### src/rtl/seven_segment_scan.sv
// seven_segment_scan
// Multiplexed multi-digit seven-segment display driver. A load strobe captures
// per-digit nibbles, decimal points, blank and blink masks into shadow
// registers. The scan logic then drives one digit at a time onto the shared
// cathode bus and the per-digit anodes.
//
// Ports:
//   clk        in   system clock, rising edge
//   rst_n      in   asynchronous reset, active-low
//   load       in   capture strobe for value/dp_in/blank/blink
//   value      in   4*DIGITS packed nibbles, digit 0 in bits [3:0] (rightmost)
//   dp_in      in   DIGITS decimal point requests, active-high
//   blank      in   DIGITS force-dark mask, active-high
//   blink      in   DIGITS blink enable mask, active-high
//   seg        out  {CA..CG} cathodes, active-low, registered
//   dp         out  decimal point cathode, active-low, registered
//   an         out  DIGITS anodes, active-low, at most one low, registered
//   frame_done out  one-cycle pulse per completed scan frame
module seven_segment_scan #(
    parameter int DIGITS          = 4,
    parameter int TICKS_PER_DIGIT = 50000,
    parameter int BLINK_FRAMES    = 64,
    parameter bit ONEHOT          = 1'b0
) (
    input  logic                  clk,
    input  logic                  rst_n,
    input  logic                  load,
    input  logic [4*DIGITS-1:0]   value,
    input  logic [DIGITS-1:0]     dp_in,
    input  logic [DIGITS-1:0]     blank,
    input  logic [DIGITS-1:0]     blink,
    output logic [6:0]            seg,
    output logic                  dp,
    output logic [DIGITS-1:0]     an,
    output logic                  frame_done
);

    localparam int TW = $clog2(TICKS_PER_DIGIT);
    localparam int IW = (DIGITS > 1) ? $clog2(DIGITS) : 1;
    localparam int FW = (BLINK_FRAMES > 1) ? $clog2(BLINK_FRAMES) : 1;

    localparam logic [TW-1:0] TICK_LAST  = TW'(TICKS_PER_DIGIT - 1);
    localparam logic [IW-1:0] IDX_LAST   = IW'(DIGITS - 1);
    localparam logic [FW-1:0] FRAME_LAST = FW'(BLINK_FRAMES - 1);

    typedef enum logic {
        PHASE_ON  = 1'b0,
        PHASE_OFF = 1'b1
    } phase_t;

    logic [4*DIGITS-1:0] shValue_q;
    logic [DIGITS-1:0]   shDp_q, shBlank_q, shBlink_q;

    logic [TW-1:0] tick_q, tick_d;
    logic [IW-1:0] idx_q, idx_d;
    logic [FW-1:0] frame_q, frame_d;
    phase_t        phase_q, phase_d;

    logic [6:0]        seg_q, seg_d;
    logic              dpOut_q, dpOut_d;
    logic [DIGITS-1:0] an_q, an_d;
    logic              frameDone_q, frameDone_d;

    logic       tickWrap, idxWrap, frameWrap;
    logic [3:0] curNibble;
    logic       visible;
    logic [6:0] hexCode, ohCode, code;
    logic       ohValid, codeValid;

    // Hex glyphs in {CA..CG} order, active-low.
    function automatic logic [6:0] hexSeg(input logic [3:0] n);
        logic [6:0] s;
        case (n)
            4'h0: s = 7'b0000001;
            4'h1: s = 7'b1001111;
            4'h2: s = 7'b0010010;
            4'h3: s = 7'b0000110;
            4'h4: s = 7'b1001100;
            4'h5: s = 7'b0100100;
            4'h6: s = 7'b0100000;
            4'h7: s = 7'b0001111;
            4'h8: s = 7'b0000000;
            4'h9: s = 7'b0000100;
            4'hA: s = 7'b0001000;
            4'hB: s = 7'b1100000;
            4'hC: s = 7'b0110001;
            4'hD: s = 7'b1000010;
            4'hE: s = 7'b0110000;
            default: s = 7'b0111000;
        endcase
        return s;
    endfunction

    // Shadow registers; the reset blank mask keeps the display dark until the
    // first load.
    always_ff @(posedge clk or negedge rst_n) begin
        if (!rst_n) begin
            shValue_q <= '0;
            shDp_q    <= '0;
            shBlank_q <= '1;
            shBlink_q <= '0;
        end else if (load) begin
            shValue_q <= value;
            shDp_q    <= dp_in;
            shBlank_q <= blank;
            shBlink_q <= blink;
        end
    end

    // Scan counters: tick within a digit slot, digit index, frames within a
    // blink half-period, and the blink phase.
    always_ff @(posedge clk or negedge rst_n) begin
        if (!rst_n) begin
            tick_q  <= '0;
            idx_q   <= '0;
            frame_q <= '0;
            phase_q <= PHASE_ON;
        end else begin
            tick_q  <= tick_d;
            idx_q   <= idx_d;
            frame_q <= frame_d;
            phase_q <= phase_d;
        end
    end

    // Next-state for the counters; each wrap cascades into the next counter
    // on the same edge.
    always_comb begin
        tickWrap  = (tick_q == TICK_LAST);
        idxWrap   = tickWrap && (idx_q == IDX_LAST);
        frameWrap = idxWrap && (frame_q == FRAME_LAST);

        tick_d  = tickWrap ? '0 : tick_q + 1'b1;
        idx_d   = idx_q;
        frame_d = frame_q;
        phase_d = phase_q;

        if (tickWrap) begin
            idx_d = (idx_q == IDX_LAST) ? '0 : idx_q + 1'b1;
        end
        if (idxWrap) begin
            frame_d = frameWrap ? '0 : frame_q + 1'b1;
        end
        if (frameWrap) begin
            phase_d = (phase_q == PHASE_ON) ? PHASE_OFF : PHASE_ON;
        end
    end

    // Output values for the selected digit. In one-hot mode an invalid
    // nibble also keeps the anode high so nothing stale is shown.
    always_comb begin
        curNibble = shValue_q[{idx_q, 2'b00} +: 4];
        visible   = !shBlank_q[idx_q] && !(shBlink_q[idx_q] && (phase_q == PHASE_OFF));
        hexCode   = hexSeg(curNibble);

        ohValid = 1'b1;
        ohCode  = 7'b1111111;
        case (curNibble)
            4'b0001: ohCode = hexSeg(4'h1);
            4'b0010: ohCode = hexSeg(4'h2);
            4'b0100: ohCode = hexSeg(4'h3);
            4'b1000: ohCode = hexSeg(4'h4);
            default: ohValid = 1'b0;
        endcase

        codeValid = ONEHOT ? ohValid : 1'b1;
        code      = ONEHOT ? ohCode : hexCode;

        seg_d   = (visible && codeValid) ? code : 7'b1111111;
        dpOut_d = visible ? ~shDp_q[idx_q] : 1'b1;

        an_d = '1;
        if ((tick_q != '0) && visible && codeValid) begin
            an_d[idx_q] = 1'b0;
        end

        frameDone_d = idxWrap;
    end

    // Registered outputs, one cycle behind the counters.
    always_ff @(posedge clk or negedge rst_n) begin
        if (!rst_n) begin
            seg_q       <= 7'h7F;
            dpOut_q     <= 1'b1;
            an_q        <= '1;
            frameDone_q <= 1'b0;
        end else begin
            seg_q       <= seg_d;
            dpOut_q     <= dpOut_d;
            an_q        <= an_d;
            frameDone_q <= frameDone_d;
        end
    end

    assign seg        = seg_q;
    assign dp         = dpOut_q;
    assign an         = an_q;
    assign frame_done = frameDone_q;

endmodule

### config.mk
export PLATFORM = sky130hd
export DESIGN_NAME = seven_segment_scan
export DESIGN_NICKNAME = d
export VERILOG_FILES = /design/src/rtl/seven_segment_scan.sv
export SDC_FILE = /design/constraint.sdc
export NUM_CORES = 1
export LEC_CHECK = 0
export CELL_PAD_IN_SITES_DETAIL_PLACEMENT = 2
export CELL_PAD_IN_SITES_GLOBAL_PLACEMENT = 2
export CORE_UTILIZATION = 39
export DETAILED_ROUTE_END_ITERATION = 12
export GPL_ROUTABILITY_DRIVEN = 0
export PLACE_DENSITY_LB_ADDON = 0.1
export SYNTH_ARGS = -nofsm -noshare
export SYNTH_HDL_FRONTEND = slang
export SYNTH_SLANG_ARGS = --single-unit
export TNS_END_PERCENT = 1
### constraint.sdc
create_clock -name clk -period 3.1 [get_ports clk]
set_input_delay 0.62 -clock clk [delete_from_list [all_inputs] [get_ports clk]]
set_output_delay 0.62 -clock clk [all_outputs]
set_load 0.02 [all_outputs]
==> results of run 1 <==
registers in the layout, indices dropped and copies added, names as in the netlist:
name	count
an	4
dp	1
frame_done	1
frame_q	6
idx_q	2
phase_q	1
seg	7
shBlank_q	4
shBlink_q	4
shDp_q	4
shValue_q	16
tick_q	16
power breakdown:
group | internal [W] | switching, W | total [W]
Sequential | 0.000931 | 0.0000272 | 0.000958
Combinational | 0.000135 | 0.000125 | 0.000260
Clock | 0.000392 | 0.000322 | 0.000714
synthesized netlist by cell type:
library cell	count	area share
sky130_fd_sc_hd__buf_2	3	0.0047
sky130_fd_sc_hd__a311oi_1	1	0.0028
sky130_fd_sc_hd__dfstp_2	16	0.13
sky130_fd_sc_hd__and2_2	1	0.0024
sky130_fd_sc_hd__o311ai_0	3	0.0083
sky130_fd_sc_hd__dfrtp_1	50	0.40
sky130_fd_sc_hd__a211o_1	1	0.0028
sky130_fd_sc_hd__nand2b_1	1	0.0020
sky130_fd_sc_hd__nor3_1	6	0.0095
sky130_fd_sc_hd__o21ai_0	9	0.014
sky130_fd_sc_hd__nand3_1	14	0.022
sky130_fd_sc_hd__a31oi_1	2	0.0040
sky130_fd_sc_hd__buf_1	2	0.0024
sky130_fd_sc_hd__nor4_4	1	0.0067
sky130_fd_sc_hd__inv_1	11	0.013
sky130_fd_sc_hd__o221ai_1	1	0.0028
sky130_fd_sc_hd__a211oi_1	1	0.0024
sky130_fd_sc_hd__nor2_1	15	0.018
sky130_fd_sc_hd__o31ai_1	1	0.0024
sky130_fd_sc_hd__and3_1	1	0.0020
sky130_fd_sc_hd__a2111oi_0	1	0.0028
sky130_fd_sc_hd__nand3b_1	1	0.0024
sky130_fd_sc_hd__nor4_1	2	0.0040
sky130_fd_sc_hd__and4_2	1	0.0032
sky130_fd_sc_hd__or3_1	3	0.0059
sky130_fd_sc_hd__mux2_2	32	0.11
sky130_fd_sc_hd__a21boi_0	1	0.0024
sky130_fd_sc_hd__nor4b_1	1	0.0028
sky130_fd_sc_hd__nand2_1	23	0.027
sky130_fd_sc_hd__ha_1	13	0.051
sky130_fd_sc_hd__xnor2_1	8	0.022
sky130_fd_sc_hd__clkbuf_1	3	0.0036
sky130_fd_sc_hd__nand4_1	2	0.0040
sky130_fd_sc_hd__nand3_4	1	0.0055
sky130_fd_sc_hd__and2_1	3	0.0059
sky130_fd_sc_hd__mux2i_1	5	0.016
sky130_fd_sc_hd__mux4_2	5	0.036
sky130_fd_sc_hd__or4_4	1	0.0036
sky130_fd_sc_hd__o211ai_1	1	0.0024
sky130_fd_sc_hd__xor2_1	9	0.025
sky130_fd_sc_hd__a21oi_1	7	0.011
routing by layer:
metal / vias up / part of all wire / routed length (um)
li1: 1029 / - / -
met4: 0 / 0.013 / 95
met1: 1135 / 0.45 / 3250
met3: 9 / 0.030 / 217
met2: 30 / 0.50 / 3620
met5: - / 0 / 0
worst max-delay path by stage:
stage / end / slack (ns) / cells after the start
floorplan: seg[6] / 1.07 / 8
global placement: seg[6] / 0.83 / 7
detailed placement: seg[6] / 0.72 / 7
CTS: seg[6] / 0.68 / 7
global route: seg[6] / 0.44 / 7
finish: seg[6] / 0.70 / 7
critical path, cell delays in order (launching register included):
cell and delay, ns:
sky130_fd_sc_hd__dfrtp_1 0.72, sky130_fd_sc_hd__mux4_2 0.64, sky130_fd_sc_hd__inv_1 0.19, sky130_fd_sc_hd__ha_1 0.21, sky130_fd_sc_hd__inv_1 0.06, sky130_fd_sc_hd__a311oi_1 0.24, sky130_fd_sc_hd__a21oi_1 0.08, sky130_fd_sc_hd__o21ai_0 0.17
final cells by class:
type | instances | area, sq um | share of cell area
clock buffers | 13 | 149 | 0.0382
inverters | 11 | 41.3 | 0.0106
clock inverters | 3 | 40.0 | 0.0103
flip-flops and latches | 66 | 1670 | 0.429
repair buffers | 46 | 448 | 0.115
multi-input cells | 178 | 1420 | 0.364
well taps | 102 | 128 | 0.0327
cells by family (layout without fill, tap and decap cells):
kind of cell	count (synthesis)	in the layout	synth area share
AO/OA/AOI/OAI	29	29	0.0581
XOR/XNOR	17	17	0.0470
adder cells (fa/ha/maj)	13	13	0.0514
buffers and inverters	19	73	0.0237
flip-flops	66	66	0.528
multiplexers	42	42	0.165
AND/OR/NAND/NOR	77	77	0.127
per-stage QoR:
| step | hold slack [ns] | total power [W] | area, sq um | setup slack (ns) |
|---|---|---|---|---|
| 5_1_grt | 0.246 | 0.00202 | 3900 | 0.441 |
| 3_5_place_dp | 0.463 | 0.00124 | 3710 | 0.718 |
| 6_report | 0.217 | 0.00193 | 3900 | 0.700 |
| 4_1_cts | 0.214 | 0.00196 | 3900 | 0.679 |
| 2_1_floorplan | 0.324 | 0.00111 | 3170 | 1.07 |
| 3_3_place_gp | 0.463 | 0.00123 | 3710 | 0.833 |
==> qor.csv, run 1 <==
metric;value;unit
drt first-iter violations;59;
worst hold-check path type;input port to asynchronous set/reset pin;
clock tree from TritonCTS;done;
global-route track usage on met2;0.313;
Layout fillers;787;
signal arrival time at the worst endpoint;2.66;ns
share of layout cells above drive strength 1;0.237;
final-stage net count;356;
most common cell after layout, fill and taps aside;sky130_fd_sc_hd__dfrtp_1;
number of buffers created by CTS;9;
number of distinct library cells after synthesis;41;
cells resized by post-CTS repair;0;
area inside the core boundary;7810;sq um
Core Rows;32;
DP Wirelength;5260;um
Final period util;0.774;
horizontal extent of the die;92.1;um
net count after synthesis;307;
logic depth of the worst register-to-register path;7;
number of max-slew violations in the final report;0;
count of buffers from port buffering;43;
worst reg2reg path startpoint;idx_q[0];
total of endpoints with negative setup slack in the final report;0;
pin count of the biggest net entering global routing;29;
status;finished, final reports clean;
clock edge transition at the registers on the reported setup and hold paths;0.08;ns
unrepaired setup endpoints after global routing;no;
most frequent cells in the layout;50 x sky130_fd_sc_hd__dfrtp_1, 42 x sky130_fd_sc_hd__clkdlybuf4s50_1, 32 x sky130_fd_sc_hd__mux2_2, 23 x sky130_fd_sc_hd__nand2_1, 16 x sky130_fd_sc_hd__dfstp_2;
remaining global-route overflow;0;
endpoint kind of the worst setup timing path;register;
peak supply drop;169;uV
H-tree levels;3;
count of non-filler cells in the finished layout;419;
count of nets left with antenna violations after detail routing;0;
global routing usage on met3;0.0456;
average cell area after synthesis;12.0;sq um
GR Layer Usage met1;0.244;
number of cells produced by synthesis;263;
clock sink total;66;
Top Ports;44;
hold violation count in the final report;0;
most congested layer reported by global routing;met2;
number of iterations in the first detailed-routing pass;4;
hold buffer count at CTS;0;
Post-CTS Setup Repair Bufs;0;
GRT Resource Usage Total;0.190;
clock latency of the later-clocked register in the worst-skew pair;0.35;ns
post-layout utilization of the core;0.499;
min Tclk post-route;2.40;ns
nature of the critical path startpoint;register;
Syn-to-layout area delta;23.1;%
wire length of the first global-routing pass;12300;um
Reg2Reg Setup Slack;0.70;ns
tightest slew margin relative to the limit;0.454;
measured slew at the worst slew-check pin;0.796;ns
post-synthesis instance area;3170;sq um
via count of the first global-routing pass;2401;
synth warn;0;
terminus of the critical flop-to-flop path;seg[6];
initial core utilization;0.406;
Max Root-Sink Buffers;2;
maximum clock frequency;0.417;GHz
number of placed cells counting well taps;403;
total wirelength of the detailed-routed design;7190;um
per-cell via count in the routed design;5.26;
Worst setup startpoint;idx_q[0];
power density of the placed cells;496;nW/um^2
DR WL/cell;17.2;um
count of antenna diodes in the layout;0;
total leakage power;1.62;nW
sequential cell area fraction in the yosys report;0.528;
antenna violations before repair;0;
floorplan die area;8480;sq um
maximum fanout along the worst path;13;
DR vias;2203;
register bit total from synthesis;66;
worst-case clock skew;0.0118;ns
clock root buffer;sky130_fd_sc_hd__clkbuf_8;
number of maximum-capacitance constraint violations;0;
critical path required time;3.36;ns
overall die height;92.1;um
setup total negative slack;0;ns
class of the most critical setup path;register to register;
total DRC errors in the routed layout;0;
Note: power is estimated with default switching activity, not from simulation.
==> inputs of run 2 (changes only) <==
--- a/config.mk
+++ b/config.mk
@@ -7,7 +7,7 @@
 export LEC_CHECK = 0
 export CELL_PAD_IN_SITES_DETAIL_PLACEMENT = 2
 export CELL_PAD_IN_SITES_GLOBAL_PLACEMENT = 2
-export CORE_UTILIZATION = 39
+export CORE_UTILIZATION = 36
 export DETAILED_ROUTE_END_ITERATION = 12
 export GPL_ROUTABILITY_DRIVEN = 0
 export PLACE_DENSITY_LB_ADDON = 0.1
==> constraint.sdc (replaced) <==
create_clock -name clk -period 2.5 [get_ports clk]
set_input_delay 0.5 -clock clk [delete_from_list [all_inputs] [get_ports clk]]
set_output_delay 0.5 -clock clk [all_outputs]
set_load 0.02 [all_outputs]
==> run 2 against run 1 <==
  * Power is 24% higher
  * Combinational power is 28% higher
  * Highest routed layer unchanged
  * Utilization is 3.0 points lower
  * First-iteration DRC count is 49% lower
  * Flip-flop and latch count stayed put
==> qor.csv, run 2 (synthesized netlist as in run 1, its figures left out) <==
metric;value;unit
per-cell via count in the routed design;5.20;
wire length of the first global-routing pass;12600;um
cell area reported after detailed placement;3750;sq um
endpoint kind of the worst setup timing path;register;
signal arrival time at the worst endpoint;2.46;ns
nature of the critical path startpoint;register;
critical path required time;2.76;ns
worst-case clock skew;0.00780;ns
Reg2Reg Setup Slack;0.29;ns
floorplan die area;9180;sq um
most frequent cells in the layout;50 x sky130_fd_sc_hd__dfrtp_1, 42 x sky130_fd_sc_hd__clkdlybuf4s50_1, 32 x sky130_fd_sc_hd__mux2_2, 23 x sky130_fd_sc_hd__nand2_1, 16 x sky130_fd_sc_hd__dfstp_2;
total DRC errors in the routed layout;0;
most common cell after layout, fill and taps aside;sky130_fd_sc_hd__dfrtp_1;
Top Ports;44;
DP Wirelength;5410;um
total wirelength of the detailed-routed design;7530;um
count of nets left with antenna violations after detail routing;0;
hold buffer count at CTS;0;
cell with the biggest individual delay on the critical path;sky130_fd_sc_hd__dfrtp_1;
clock root buffer;sky130_fd_sc_hd__clkbuf_8;
count of buffers from port buffering;43;
area of the multi-input gates;1420;sq um
Layout fillers;855;
initial core utilization;0.378;
maximum clock frequency;0.453;GHz
cells resized by post-CTS repair;0;
power density of the placed cells;609;nW/um^2
class of the most critical setup path;register to register;
final-stage net count;359;
horizontal extent of the die;95.8;um
overall die height;95.8;um
critical-path cell list;mux4_2 -> inv_1 -> ha_1 -> inv_1 -> a311oi_1 -> a21oi_1 -> o21ai_0;
remaining global-route overflow;0;
wire length on met1;3310;um
pin count of the biggest net entering global routing;48;
worst reg2reg path startpoint;idx_q[1];
top routing layer in use;met4;
antenna violations before repair;0;
sequential standard cell area;1670;sq um
logic depth of the worst register-to-register path;7;
DR WL/cell;17.7;um
summed area of non-filler cells in the final layout;3930;sq um
drt first-iter violations;30;
Core Rows;33;
tightest slew margin relative to the limit;0.659;
total of endpoints with negative setup slack in the final report;0;
worst hold-check path type;input port to asynchronous set/reset pin;
unrepaired setup endpoints after global routing;no;
Final period util;0.882;
min Tclk post-route;2.21;ns
count of antenna diodes in the layout;0;
worst stage delay on the critical path;0.66;ns
number of max-slew violations in the final report;0;
total leakage power;1.63;nW
clock edge transition at the registers on the reported setup and hold paths;0.07;ns
DR vias;2209;
maximum fanout along the worst path;13;
met3 layer wire length in the routed design;203;um
Post-CTS Setup Repair Bufs;0;
clock tree from TritonCTS;done;
peak supply drop;296;uV
GRT Resource Usage Total;0.188;
clock latency of the later-clocked register in the worst-skew pair;0.34;ns
H-tree levels;3;
number of maximum-capacitance constraint violations;0;
status;finished, final reports clean;
number of buffers created by CTS;9;
area inside the core boundary;8380;sq um
Syn-to-layout area delta;24.2;%
number of iterations in the first detailed-routing pass;4;
Worst setup startpoint;idx_q[1];
post-layout utilization of the core;0.469;
clock sink total;66;
Met2 Routed Length;3910;um
setup total negative slack;0;ns
Max Root-Sink Buffers;2;
hold violation count in the final report;0;
share of layout cells above drive strength 1;0.247;
measured slew at the worst slew-check pin;0.511;ns
via count of the first global-routing pass;2450;
most numerous cell on the critical path;sky130_fd_sc_hd__inv_1;
run 2: cell count changes in the layout (fill, tap and decap cells not counted):
cell                         previous run  this run
sky130_fd_sc_hd__clkbuf_1               3         2
sky130_fd_sc_hd__clkbuf_8              10         9
sky130_fd_sc_hd__buf_4                  3         5
sky130_fd_sc_hd__clkinvlp_4             0         2
sky130_fd_sc_hd__buf_12                 0         1
run 2: area by class of cell:
| class | instances | share of cell area |
|---|---|---|
| tap | 105 | 0.0334 |
| multi-input combinational | 178 | 0.361 |
| inverter | 11 | 0.0105 |
| sequential | 66 | 0.425 |
| clock buffer | 11 | 0.0334 |
| timing repair buffer | 49 | 0.123 |
| clock inverter | 5 | 0.0140 |
run 2: metrics by stage:
| step | power [W] | cells | hold slack [ns] | worst slack, ns |
|---|---|---|---|---|
| after detailed placement | 0.00154 | 409 | 0.472 | 0.356 |
| after floorplan | 0.00137 | 263 | 0.204 | 0.469 |
| final | 0.00240 | 425 | 0.111 | 0.294 |
| after global routing | 0.00250 | 425 | 0.134 | 0.158 |
| after global placement | 0.00153 | 409 | 0.461 | 0.447 |
| after CTS | 0.00244 | 425 | 0.107 | 0.280 |
run 2: final timing paths:
check | end
worst max-delay path | seg[6]
worst min-delay path | shDp_q[0]
worst max register to register | seg[6]
worst min register to register | frame_q[4]
max in group asynchronous | an[1]
min in group clk | frame_q[4]
run 2: critical path, delay by kind of cell, from the launching register on:
kind | cells | cell delay (ns)
DFF | 1 | 0.66
adders and majority gates | 1 | 0.22
muxes | 1 | 0.45
AOI/OAI and AO/OA | 3 | 0.52
buffers and inverters | 2 | 0.28
run 2: per-layer routing:
metal,vias to the layer above,global-route usage
li1,1031,-
met1,1133,0.225
met2,36,0.330
met3,9,0.0411
met4,0,0.0721
met5,-,0
run 2: power by group:
group	switching, W	total (W)	leakage (nW)	internal [W]
clock	0.000420	0.000878	0.0893	0.000458
sequential	0.0000314	0.00118	0.798	0.00115
combinational	0.000160	0.000333	0.740	0.000173
